[config.mk]
export PLATFORM = sky130hd
export DESIGN_NAME = muldiv_sequencer_flat
export DESIGN_NICKNAME = d
export VERILOG_FILES = /design/src/rtl/muldiv_sequencer_if.sv /design/src/rtl/muldiv_sequencer.sv /design/src/flat_wrapper.sv
export SDC_FILE = /design/constraint.sdc
export NUM_CORES = 1
export LEC_CHECK = 0
export ABC_AREA = 1
export CAP_MARGIN = 10
export CORE_ASPECT_RATIO = 0.5
export CORE_UTILIZATION = 30
export CTS_BUF_LIST = sky130_fd_sc_hd__clkbuf_4
export DETAILED_ROUTE_END_ITERATION = 12
export GPL_TIMING_DRIVEN = 0
export PLACE_DENSITY_LB_ADDON = 0.2
export SYNTH_ARGS = -nofsm -noshare
export SYNTH_HDL_FRONTEND = slang
export SYNTH_SLANG_ARGS = --single-unit
[constraint.sdc]
create_clock -name clk -period 7.2 [get_ports clk]
set_input_delay 2.16 -clock clk [delete_from_list [all_inputs] [get_ports clk]]
set_output_delay 2.16 -clock clk [all_outputs]
set_load 0.02 [all_outputs]
[src/rtl/muldiv_sequencer_if.sv]
// Issue/result bundle between the decoder and the HI/LO mul/div unit.
interface muldiv_sequencer_if #(
  parameter int XLEN = 32
);
  logic            start;
  logic [2:0]      op;
  logic [XLEN-1:0] a;
  logic [XLEN-1:0] b;
  logic            rdhilo;
  logic            flush;
  logic [XLEN-1:0] hi;
  logic [XLEN-1:0] lo;
  logic            busy;
  logic            done;
  logic            stall;

  modport master (
    output start, op, a, b, rdhilo, flush,
    input  hi, lo, busy, done, stall
  );

  modport slave (
    input  start, op, a, b, rdhilo, flush,
    output hi, lo, busy, done, stall
  );
endinterface

[src/rtl/muldiv_sequencer.sv]
// Iterative multiply/divide unit owning the HI/LO registers.
//
// state | meaning
// ------+--------------------------------------------------------------
// IDLE  | waiting for an issue; MTHI/MTLO write HI/LO directly
// RUN   | one multiplier bit (shift-add) or quotient bit (restoring) per edge
// FIXUP | sign correction, HI/LO write, done pulse on the following cycle
module muldiv_sequencer #(
  parameter int XLEN = 32
) (
  input  logic             clk,
  input  logic             reset,
  muldiv_sequencer_if.slave bus
);
  localparam int CW = $clog2(XLEN);

  typedef enum logic [1:0] {S_IDLE, S_RUN, S_FIXUP} state_e;

  state_e              state_q, state_d;
  logic [CW-1:0]       cnt_q;
  logic [2*XLEN-1:0]   acc_q;
  logic [XLEN-1:0]     opnd_q;
  logic [XLEN-1:0]     a_orig_q;
  logic [XLEN-1:0]     hi_q, lo_q;
  logic                is_div_q, sgn_q, sign_a_q, sign_b_q, b_zero_q, done_q;

  logic                accept, mt_write;
  logic [XLEN-1:0]     mag_a, mag_b;
  logic [XLEN:0]       mul_sum, div_trial;
  logic [2*XLEN-1:0]   mul_next, div_next, prod_fix;
  logic [XLEN-1:0]     res_hi, res_lo;

  // Only MULx/DIVx (op[2]==0) launch an iteration; 11x is ignored entirely.
  assign accept   = (state_q == S_IDLE) && bus.start && !bus.op[2];
  assign mt_write = (state_q == S_IDLE) && bus.start && (bus.op[2:1] == 2'b10);
  assign mag_a    = (bus.op[0] && bus.a[XLEN-1]) ? -bus.a : bus.a;
  assign mag_b    = (bus.op[0] && bus.b[XLEN-1]) ? -bus.b : bus.b;

  // State register.
  always_ff @(posedge clk or negedge reset) begin
    if (!reset) state_q <= S_IDLE;
    else        state_q <= state_d;
  end

  // Next-state: flush abandons RUN or FIXUP without writing results.
  always_comb begin
    state_d = state_q;
    case (state_q)
      S_IDLE:  if (accept) state_d = S_RUN;
      S_RUN:   if (bus.flush) state_d = S_IDLE;
               else if (cnt_q == '0) state_d = S_FIXUP;
      S_FIXUP: state_d = S_IDLE;
      default: state_d = S_IDLE;
    endcase
  end

  // Outputs: stall only holds the pipeline while an operation is already running.
  always_comb begin
    bus.busy  = (state_q != S_IDLE);
    bus.stall = bus.busy && (bus.rdhilo || bus.start);
    bus.done  = done_q;
    bus.hi    = hi_q;
    bus.lo    = lo_q;
  end

  // Single iteration of each algorithm. The multiply keeps {partial, multiplier};
  // the divide keeps {remainder, dividend/quotient}.
  always_comb begin
    mul_sum   = {1'b0, acc_q[2*XLEN-1:XLEN]} + (acc_q[0] ? {1'b0, opnd_q} : '0);
    mul_next  = {mul_sum, acc_q[XLEN-1:1]};
    div_trial = acc_q[2*XLEN-1:XLEN-1] - {1'b0, opnd_q};
    div_next  = div_trial[XLEN] ? {acc_q[2*XLEN-2:0], 1'b0}
                                : {div_trial[XLEN-1:0], acc_q[XLEN-2:0], 1'b1};
  end

  // Sign correction; divide by zero reports all-ones quotient and the raw dividend.
  always_comb begin
    prod_fix = (sgn_q && (sign_a_q ^ sign_b_q)) ? -acc_q : acc_q;
    res_hi   = prod_fix[2*XLEN-1:XLEN];
    res_lo   = prod_fix[XLEN-1:0];
    if (is_div_q) begin
      if (b_zero_q) begin
        res_lo = '1;
        res_hi = a_orig_q;
      end else begin
        res_lo = (sgn_q && (sign_a_q ^ sign_b_q)) ? -acc_q[XLEN-1:0] : acc_q[XLEN-1:0];
        res_hi = (sgn_q && sign_a_q) ? -acc_q[2*XLEN-1:XLEN] : acc_q[2*XLEN-1:XLEN];
      end
    end
  end

  // Datapath: operand latch, iteration, HI/LO writes.
  always_ff @(posedge clk or negedge reset) begin
    if (!reset) begin
      cnt_q    <= '0;
      acc_q    <= '0;
      opnd_q   <= '0;
      a_orig_q <= '0;
      hi_q     <= '0;
      lo_q     <= '0;
      is_div_q <= 1'b0;
      sgn_q    <= 1'b0;
      sign_a_q <= 1'b0;
      sign_b_q <= 1'b0;
      b_zero_q <= 1'b0;
      done_q   <= 1'b0;
    end else begin
      done_q <= (state_q == S_FIXUP) && !bus.flush;
      if (accept) begin
        is_div_q <= bus.op[1];
        sgn_q    <= bus.op[0];
        sign_a_q <= bus.op[0] & bus.a[XLEN-1];
        sign_b_q <= bus.op[0] & bus.b[XLEN-1];
        b_zero_q <= (bus.b == '0);
        a_orig_q <= bus.a;
        opnd_q   <= bus.op[1] ? mag_b : mag_a;
        acc_q    <= {{XLEN{1'b0}}, (bus.op[1] ? mag_a : mag_b)};
        cnt_q    <= CW'(XLEN-1);
      end else if ((state_q == S_RUN) && !bus.flush) begin
        acc_q <= is_div_q ? div_next : mul_next;
        if (cnt_q != '0) cnt_q <= cnt_q - 1'b1;
      end
      if ((state_q == S_FIXUP) && !bus.flush) begin
        hi_q <= res_hi;
        lo_q <= res_lo;
      end
      if (mt_write) begin
        if (bus.op[0]) lo_q <= bus.a;
        else           hi_q <= bus.a;
      end
    end
  end
endmodule

[src/flat_wrapper.sv]
// flat-port wrapper written by rule: the top's interface ports become plain ports
module muldiv_sequencer_flat 
#(
  parameter int XLEN = 32
)
  (clk, reset, bus_start, bus_op, bus_a, bus_b, bus_rdhilo, bus_flush, bus_hi, bus_lo, bus_busy, bus_done, bus_stall);
  muldiv_sequencer_if #(.XLEN(XLEN)) bus_i ();
  input  logic clk;
  input  logic reset;
  input wire logic [$bits(bus_i.start)-1:0] bus_start;
  input wire logic [$bits(bus_i.op)-1:0] bus_op;
  input wire logic [$bits(bus_i.a)-1:0] bus_a;
  input wire logic [$bits(bus_i.b)-1:0] bus_b;
  input wire logic [$bits(bus_i.rdhilo)-1:0] bus_rdhilo;
  input wire logic [$bits(bus_i.flush)-1:0] bus_flush;
  output wire logic [$bits(bus_i.hi)-1:0] bus_hi;
  output wire logic [$bits(bus_i.lo)-1:0] bus_lo;
  output wire logic [$bits(bus_i.busy)-1:0] bus_busy;
  output wire logic [$bits(bus_i.done)-1:0] bus_done;
  output wire logic [$bits(bus_i.stall)-1:0] bus_stall;
  assign bus_i.start = bus_start;
  assign bus_i.op = bus_op;
  assign bus_i.a = bus_a;
  assign bus_i.b = bus_b;
  assign bus_i.rdhilo = bus_rdhilo;
  assign bus_i.flush = bus_flush;
  assign bus_hi = bus_i.hi;
  assign bus_lo = bus_i.lo;
  assign bus_busy = bus_i.busy;
  assign bus_done = bus_i.done;
  assign bus_stall = bus_i.stall;
  muldiv_sequencer #(.XLEN(XLEN)) u_core (.clk(clk), .reset(reset), .bus(bus_i));
endmodule
# [After elaboration in Yosys (flattened, before gate mapping)]
# Index checks and enable logic that the tools add are counted.
[totals] in_bits=72 regBits=205 wordCells=80
[classes] n_eq_ne=5 bitwise=3 mux=29 n_reduce_logical=22 n_addsub=8
[op_table] op="$mux 32" count=17
[op_table] op="$mux 64" count=5
[op_table] op="$neg 32->32" count=4
[op_table] op="$neg 64->64" count=1
[op_table] op="$add 32x33->33" count=1
[op_table] op="$sub 33x32->33" count=1
[op_table] op="$logic_not 32->1" count=1
[op_table] op="$mux 5" count=3
[op_table] op="$logic_and 1x1->1" count=10
[op_table] op="$mux 2" count=3
[op_table] op="$reduce_bool 2->1" count=3
[op_table] op="$logic_not 5->1" count=1
[op_table] op="$reduce_bool 5->1" count=1
[op_table] op="$sub 5x1->5 const B" count=1
[op_table] op="$eq 2x2->1 const B" count=2
[op_table] op="$pmux 2 s2" count=1
[op_table] op="$reduce_and 2->1" count=2
[op_table] op="$ne 3x2->1 const B" count=1
[op_table] op="$and 1x1->1" count=2
[op_table] op="$eq 2x1->1 const B" count=1
[op_table] op="$logic_not 1->1" count=2
[op_table] op="$logic_not 2->1" count=1
[op_table] op="$ne 2x1->1 const B" count=1
[op_table] op="$logic_or 1x1->1" count=1
[op_table] op="$xor 1x1->1" count=1

# [Longest topological paths before layout]
[depth] word_depth=8 ltp_mapped=20 mapped_depth_nobuf=19

# [Worst setup path after synthesis]
# OpenSTA, ideal clock, no wires.
[synth_path] path_kind="input-to-output" from="input port bus_start" to="output port bus_stall" required_time_ns=5.040 cell_stages=2 slack_ns=2.574 arrival_time_ns=2.466 path_cell_list="nor2_1 > nor2_1"
[synth_via] elab_chain_cells=2
[synth_lines] element="start, declared" line_no="flat_wrapper.sv:10" rtl="input wire logic [$bits(bus_i.start)-1:0] bus_start;"
[synth_lines] element="$logic_or 1x1->1" line_no="muldiv_sequencer.sv:60" rtl="bus.stall = bus.busy && (bus.rdhilo || bus.start);"
[synth_lines] element="$logic_and 1x1->1" line_no="muldiv_sequencer.sv:60"
[synth_lines] element="end, declared" line_no="flat_wrapper.sv:20" rtl="output wire logic [$bits(bus_i.stall)-1:0] bus_stall;"
# Every way passes these cells.

# [Worst setup path after layout]
# Ends and elaborated chain as after synthesis.

==> flow_summary.rst <==
.. list-table::
   :header-rows: 1

   * - Metric
     - Value
   * - Status
     - finished clean
   * - Post-synthesis instance area
     - 20200 um^2
   * - Max-Slew Margin vs Limit
     - 0.119
   * - Total of hold buffers inserted after clock tree synthesis
     - 0
   * - Aggregate global-route resource usage
     - 0.334
   * - Number of nets in the layout
     - 3752
   * - Resized cells post-CTS
     - 0
   * - Final Routed Wirelength
     - 115000 um
   * - F_max
     - 179 MHz
   * - Floorplan die area
     - 68400 um^2
   * - Capturing element type of the critical path
     - output pin
   * - Setup violation total in the final timing report
     - 0
   * - Arrival time at the worst endpoint
     - 3.44 ns
   * - Register bit count reported by yosys
     - 205
   * - Number of hold violations in the final report
     - 0
   * - Global route total overflow
     - 0
   * - Startpoint class of the critical path
     - input port
   * - CP required
     - 5.04 ns
   * - Maximum number of pins on one net before global-route repair
     - 104
   * - Worst-path maximum fanout
     - 3
   * - Proportion of synthesized flip-flops having asynchronous set or reset
     - 1.00
   * - Via density per instance
     - ~5.4
   * - Max-capacitance violation count
     - 0
   * - Synthesized Nets
     - 3555
   * - Vias in the first global route
     - 22.7k
   * - Clk_skew
     - 0.0731 ns
   * - Die Y-Extent
     - 185 um
   * - Number of placed I/O pins
     - 139
   * - Type of the worst setup path
     - in -> out
   * - Clock tree from TritonCTS
     - built
   * - Sinks on the clock net
     - 205
   * - Wire length of the first global-routing pass
     - 164000 um
   * - Final worst hold slack
     - 0.495 ns
   * - Count of flip-flops with a built-in enable after synthesis
     - 0
   * - Setup repair after global routing missed its margin
     - no
   * - Hold path depth
     - 2
   * - R2R cell count
     - 19
   * - Total negative slack
     - 0 ns
   * - Initial detailed-routing violation count
     - 2869
   * - Die width
     - 369 um
   * - Total via count in the routed design
     - 24.5k
   * - Num CTS Buffers
     - between 50 and 60
   * - Transition time at the pin with the least slew margin
     - 1.31 ns
   * - Pleak
     - 11.6 nW
   * - Insertion delay to the later sink of the worst-skew pair
     - around 0.85 ns
   * - Detailed placement HPWL
     - between 90000 and 100000 um
   * - Post-synthesis area per instance
     - around 5.9 um^2
   * - Period utilisation layout
     - 0.777
   * - Post-CTS clock slew at the launch and capture registers of the worst setup and hold paths
     - 0.07 ns
   * - Detailed-route DRC error count
     - 0
   * - Gp weighted congestion
     - 1.03
   * - Most frequently used flop master after synthesis
     - sky130_fd_sc_hd__dfrtp_1
   * - I/O Buffers
     - 138
   * - # H-tree levels
     - 2
   * - Yosys Warn Count
     - 0
   * - Hold Crit Class
     - reg -> reg
   * - Share of Yosys cell area claimed by the top area cell type
     - 0.254
   * - Post-synthesis instance total
     - 3411
   * - Largest area contributor in the netlist
     - sky130_fd_sc_hd__dfrtp_1
   * - Fraction of final layout cells with drive strength greater than 1
     - 0.0581
   * - Count of different cell masters after synthesis
     - 56
   * - Slew Viols, Final
     - 0
   * - Placeable core region
     - 65700 um^2
   * - Maximum clock insertion buffer count
     - 3
   * - Cell row count
     - 66
   * - Synth-to-layout area growth
     - 16.1%
   * - DR pass1 iterations
     - 5
   * - Avg WL per Cell
     - 25.5 um
   * - Root buffer selected by CTS
     - sky130_fd_sc_hd__clkbuf_4
   * - Worst vdd ir
     - about 0.00014 V
   * - Total power density per cell area
     - 390 nW/um^2
   * - Share of synthesized area occupied by flip-flops and latches
     - 0.254
   * - Antenna violation net count after detailed routing
     - 0
   * - Antenna violations before repair
     - 3
   * - Minimum period implied by the final worst setup slack
     - 5.60 ns
   * - Setup bufs post-CTS
     - 0
   * - Largest cells by area after synthesis
     - sky130_fd_sc_hd__dfrtp_1 25%, sky130_fd_sc_hd__nand2_1 21%, sky130_fd_sc_hd__inv_1 8.3%
   * - Initial core utilization
     - 0.307
==> cell type report <==
class | instances | area, um^2
diodes | 1 | 2.50
plain buffers | 134 | 601
clock buffers | 76 | 571
clock inverters | 22 | 134
well taps | 884 | 1110
fillers | 7583 | 42300
multi-input cells | 2619 | 12700
flip-flops and latches | 205 | 5130
repair buffers | 140 | 1430
inverters | 453 | 1700
==> cells by family (layout without fill, tap and decap cells) <==
logic type / after synthesis / in the layout / share of synthesized area
buffers and inverters: 587 / 825 / 0.114
flip-flops: 205 / 205 / 0.254
AND/OR/NAND/NOR: 1924 / 1924 / 0.399
other: 0 / 1 / 0
XOR/XNOR: 86 / 86 / 0.0373
adder cells (fa/ha/maj): 72 / 72 / 0.0454
AO/OA/AOI/OAI: 537 / 537 / 0.150
==> critical path, stage by stage <==
cell	delay, ns
sky130_fd_sc_hd__clkdlybuf4s50_1	0.52
sky130_fd_sc_hd__nor2_1	0.07
sky130_fd_sc_hd__nor2_1	0.08
sky130_fd_sc_hd__clkdlybuf4s50_1	0.61
==> power by group <==
part	total, mW	internal [mW]	switching [mW]
Combinational	5.92	1.82	4.10
Clock	1.15	0.531	0.623
Sequential	2.06	1.46	0.594
Total	9.13	3.81	5.32
==> registers in the layout, indices dropped and copies added (netlist names) <==
name and count:
u_core.bus.hi 32, u_core.b_zero_q 1, u_core.acc_q 64, u_core.bus.lo 32, u_core.sgn_q 1, u_core.sign_b_q 1
u_core.cnt_q 5, u_core.state_q 2, u_core.a_orig_q 32, u_core.sign_a_q 1, u_core.is_div_q 1, u_core.bus.done 1
u_core.opnd_q 32
==> per-stage QoR <==
stage | cells | worst slack [ns] | total power [mW] | utilization | instance area [um^2]
after detailed placement | 4434 | 1.61 | 7.80 | 0.345 | 22700
after CTS | 4532 | 1.61 | 8.99 | 0.356 | 23400
after floorplan | 3411 | 2.57 | 5.47 | - | 20200
after global routing | 4534 | 1.57 | 9.75 | 0.356 | 23400
final | 4534 | 1.60 | 9.13 | 0.356 | 23400
after global placement | 4433 | -5.75 | 7.83 | 0.345 | 22700
==> cells in the mapped netlist (3+ instances only) <==
cell type and instances:
sky130_fd_sc_hd__inv_1 444, sky130_fd_sc_hd__nand3b_1 9, sky130_fd_sc_hd__ha_1 70, sky130_fd_sc_hd__nor2_4 3, sky130_fd_sc_hd__o21ai_2 6, sky130_fd_sc_hd__a31oi_1 20, sky130_fd_sc_hd__o21a_1 5, sky130_fd_sc_hd__o221ai_1 8
sky130_fd_sc_hd__nor3_1 30, sky130_fd_sc_hd__nand2_1 1123, sky130_fd_sc_hd__a21o_1 5, sky130_fd_sc_hd__buf_2 38, sky130_fd_sc_hd__a22oi_1 13, sky130_fd_sc_hd__o211ai_1 47, sky130_fd_sc_hd__buf_6 6, sky130_fd_sc_hd__o21ai_1 30
sky130_fd_sc_hd__nand4_1 36, sky130_fd_sc_hd__nand2_2 21, sky130_fd_sc_hd__nor2_2 13, sky130_fd_sc_hd__o21bai_1 10, sky130_fd_sc_hd__nand3_2 4, sky130_fd_sc_hd__or2_2 10, sky130_fd_sc_hd__dfrtp_1 205, sky130_fd_sc_hd__xor2_1 62
sky130_fd_sc_hd__nor2_1 359, sky130_fd_sc_hd__nand3_1 292, sky130_fd_sc_hd__xnor2_1 24, sky130_fd_sc_hd__o31ai_1 3, sky130_fd_sc_hd__nor4_1 7, sky130_fd_sc_hd__nor3_2 6, sky130_fd_sc_hd__buf_1 7, sky130_fd_sc_hd__o21ai_0 252
sky130_fd_sc_hd__a21oi_1 127, sky130_fd_sc_hd__clkbuf_1 81, sky130_fd_sc_hd__inv_2 7
==> routing by layer <==
| layer | vias to the layer above | GRT usage | wire length, um |
|---|---|---|---|
| li1 | 11400 | - | - |
| met1 | 11800 | 0.500 | 55800 |
| met2 | 1165 | 0.485 | 46000 |
| met3 | 125 | 0.0703 | 11300 |
| met4 | 2 | 0.0676 | 2330 |
| met5 | - | 0 | 9 |
==> placed cells by master (no fill, tap or decap), drive strengths merged, types with 2 or more instances in the layout <==
master,n
clkdlybuf4s50,137
a21o,5
a22oi,13
nand4,38
o221ai,8
a21oi,128
ha,70
o21a,5
or2,12
nor3,37
a31oi,20
clkbuf,158
o21bai,10
nor4,7
buf,55
nand2,1145
o2111ai,2
o31ai,5
nand3,297
clkinv,21
xor2,62
o211ai,47
fa,2
and2,2
nand3b,9
o22ai,2
xnor2,24
inv,453
o21ai,288
dfrtp,205
nor2,376
==> worst paths after layout <==
kind / slack [ns] / to / start
worst max-delay path: 1.60 / bus_stall / bus_start
worst min-delay path: 0.50 / u_core.a_orig_q[9]$_DFFE_PN0P_ / u_core.a_orig_q[9]$_DFFE_PN0P_
worst max register to register: 3.25 / u_core.acc_q[59]$_DFFE_PN0P_ / u_core.acc_q[0]$_DFFE_PN0P_
worst min register to register: 0.50 / u_core.a_orig_q[9]$_DFFE_PN0P_ / u_core.a_orig_q[9]$_DFFE_PN0P_
max in group asynchronous: 4.70 / u_core.acc_q[43]$_DFFE_PN0P_ / reset
min in group asynchronous: 1.34 / u_core.bus.lo[9]$_DFF_PN0_ / reset
Note: power is estimated with default switching activity, not from simulation.
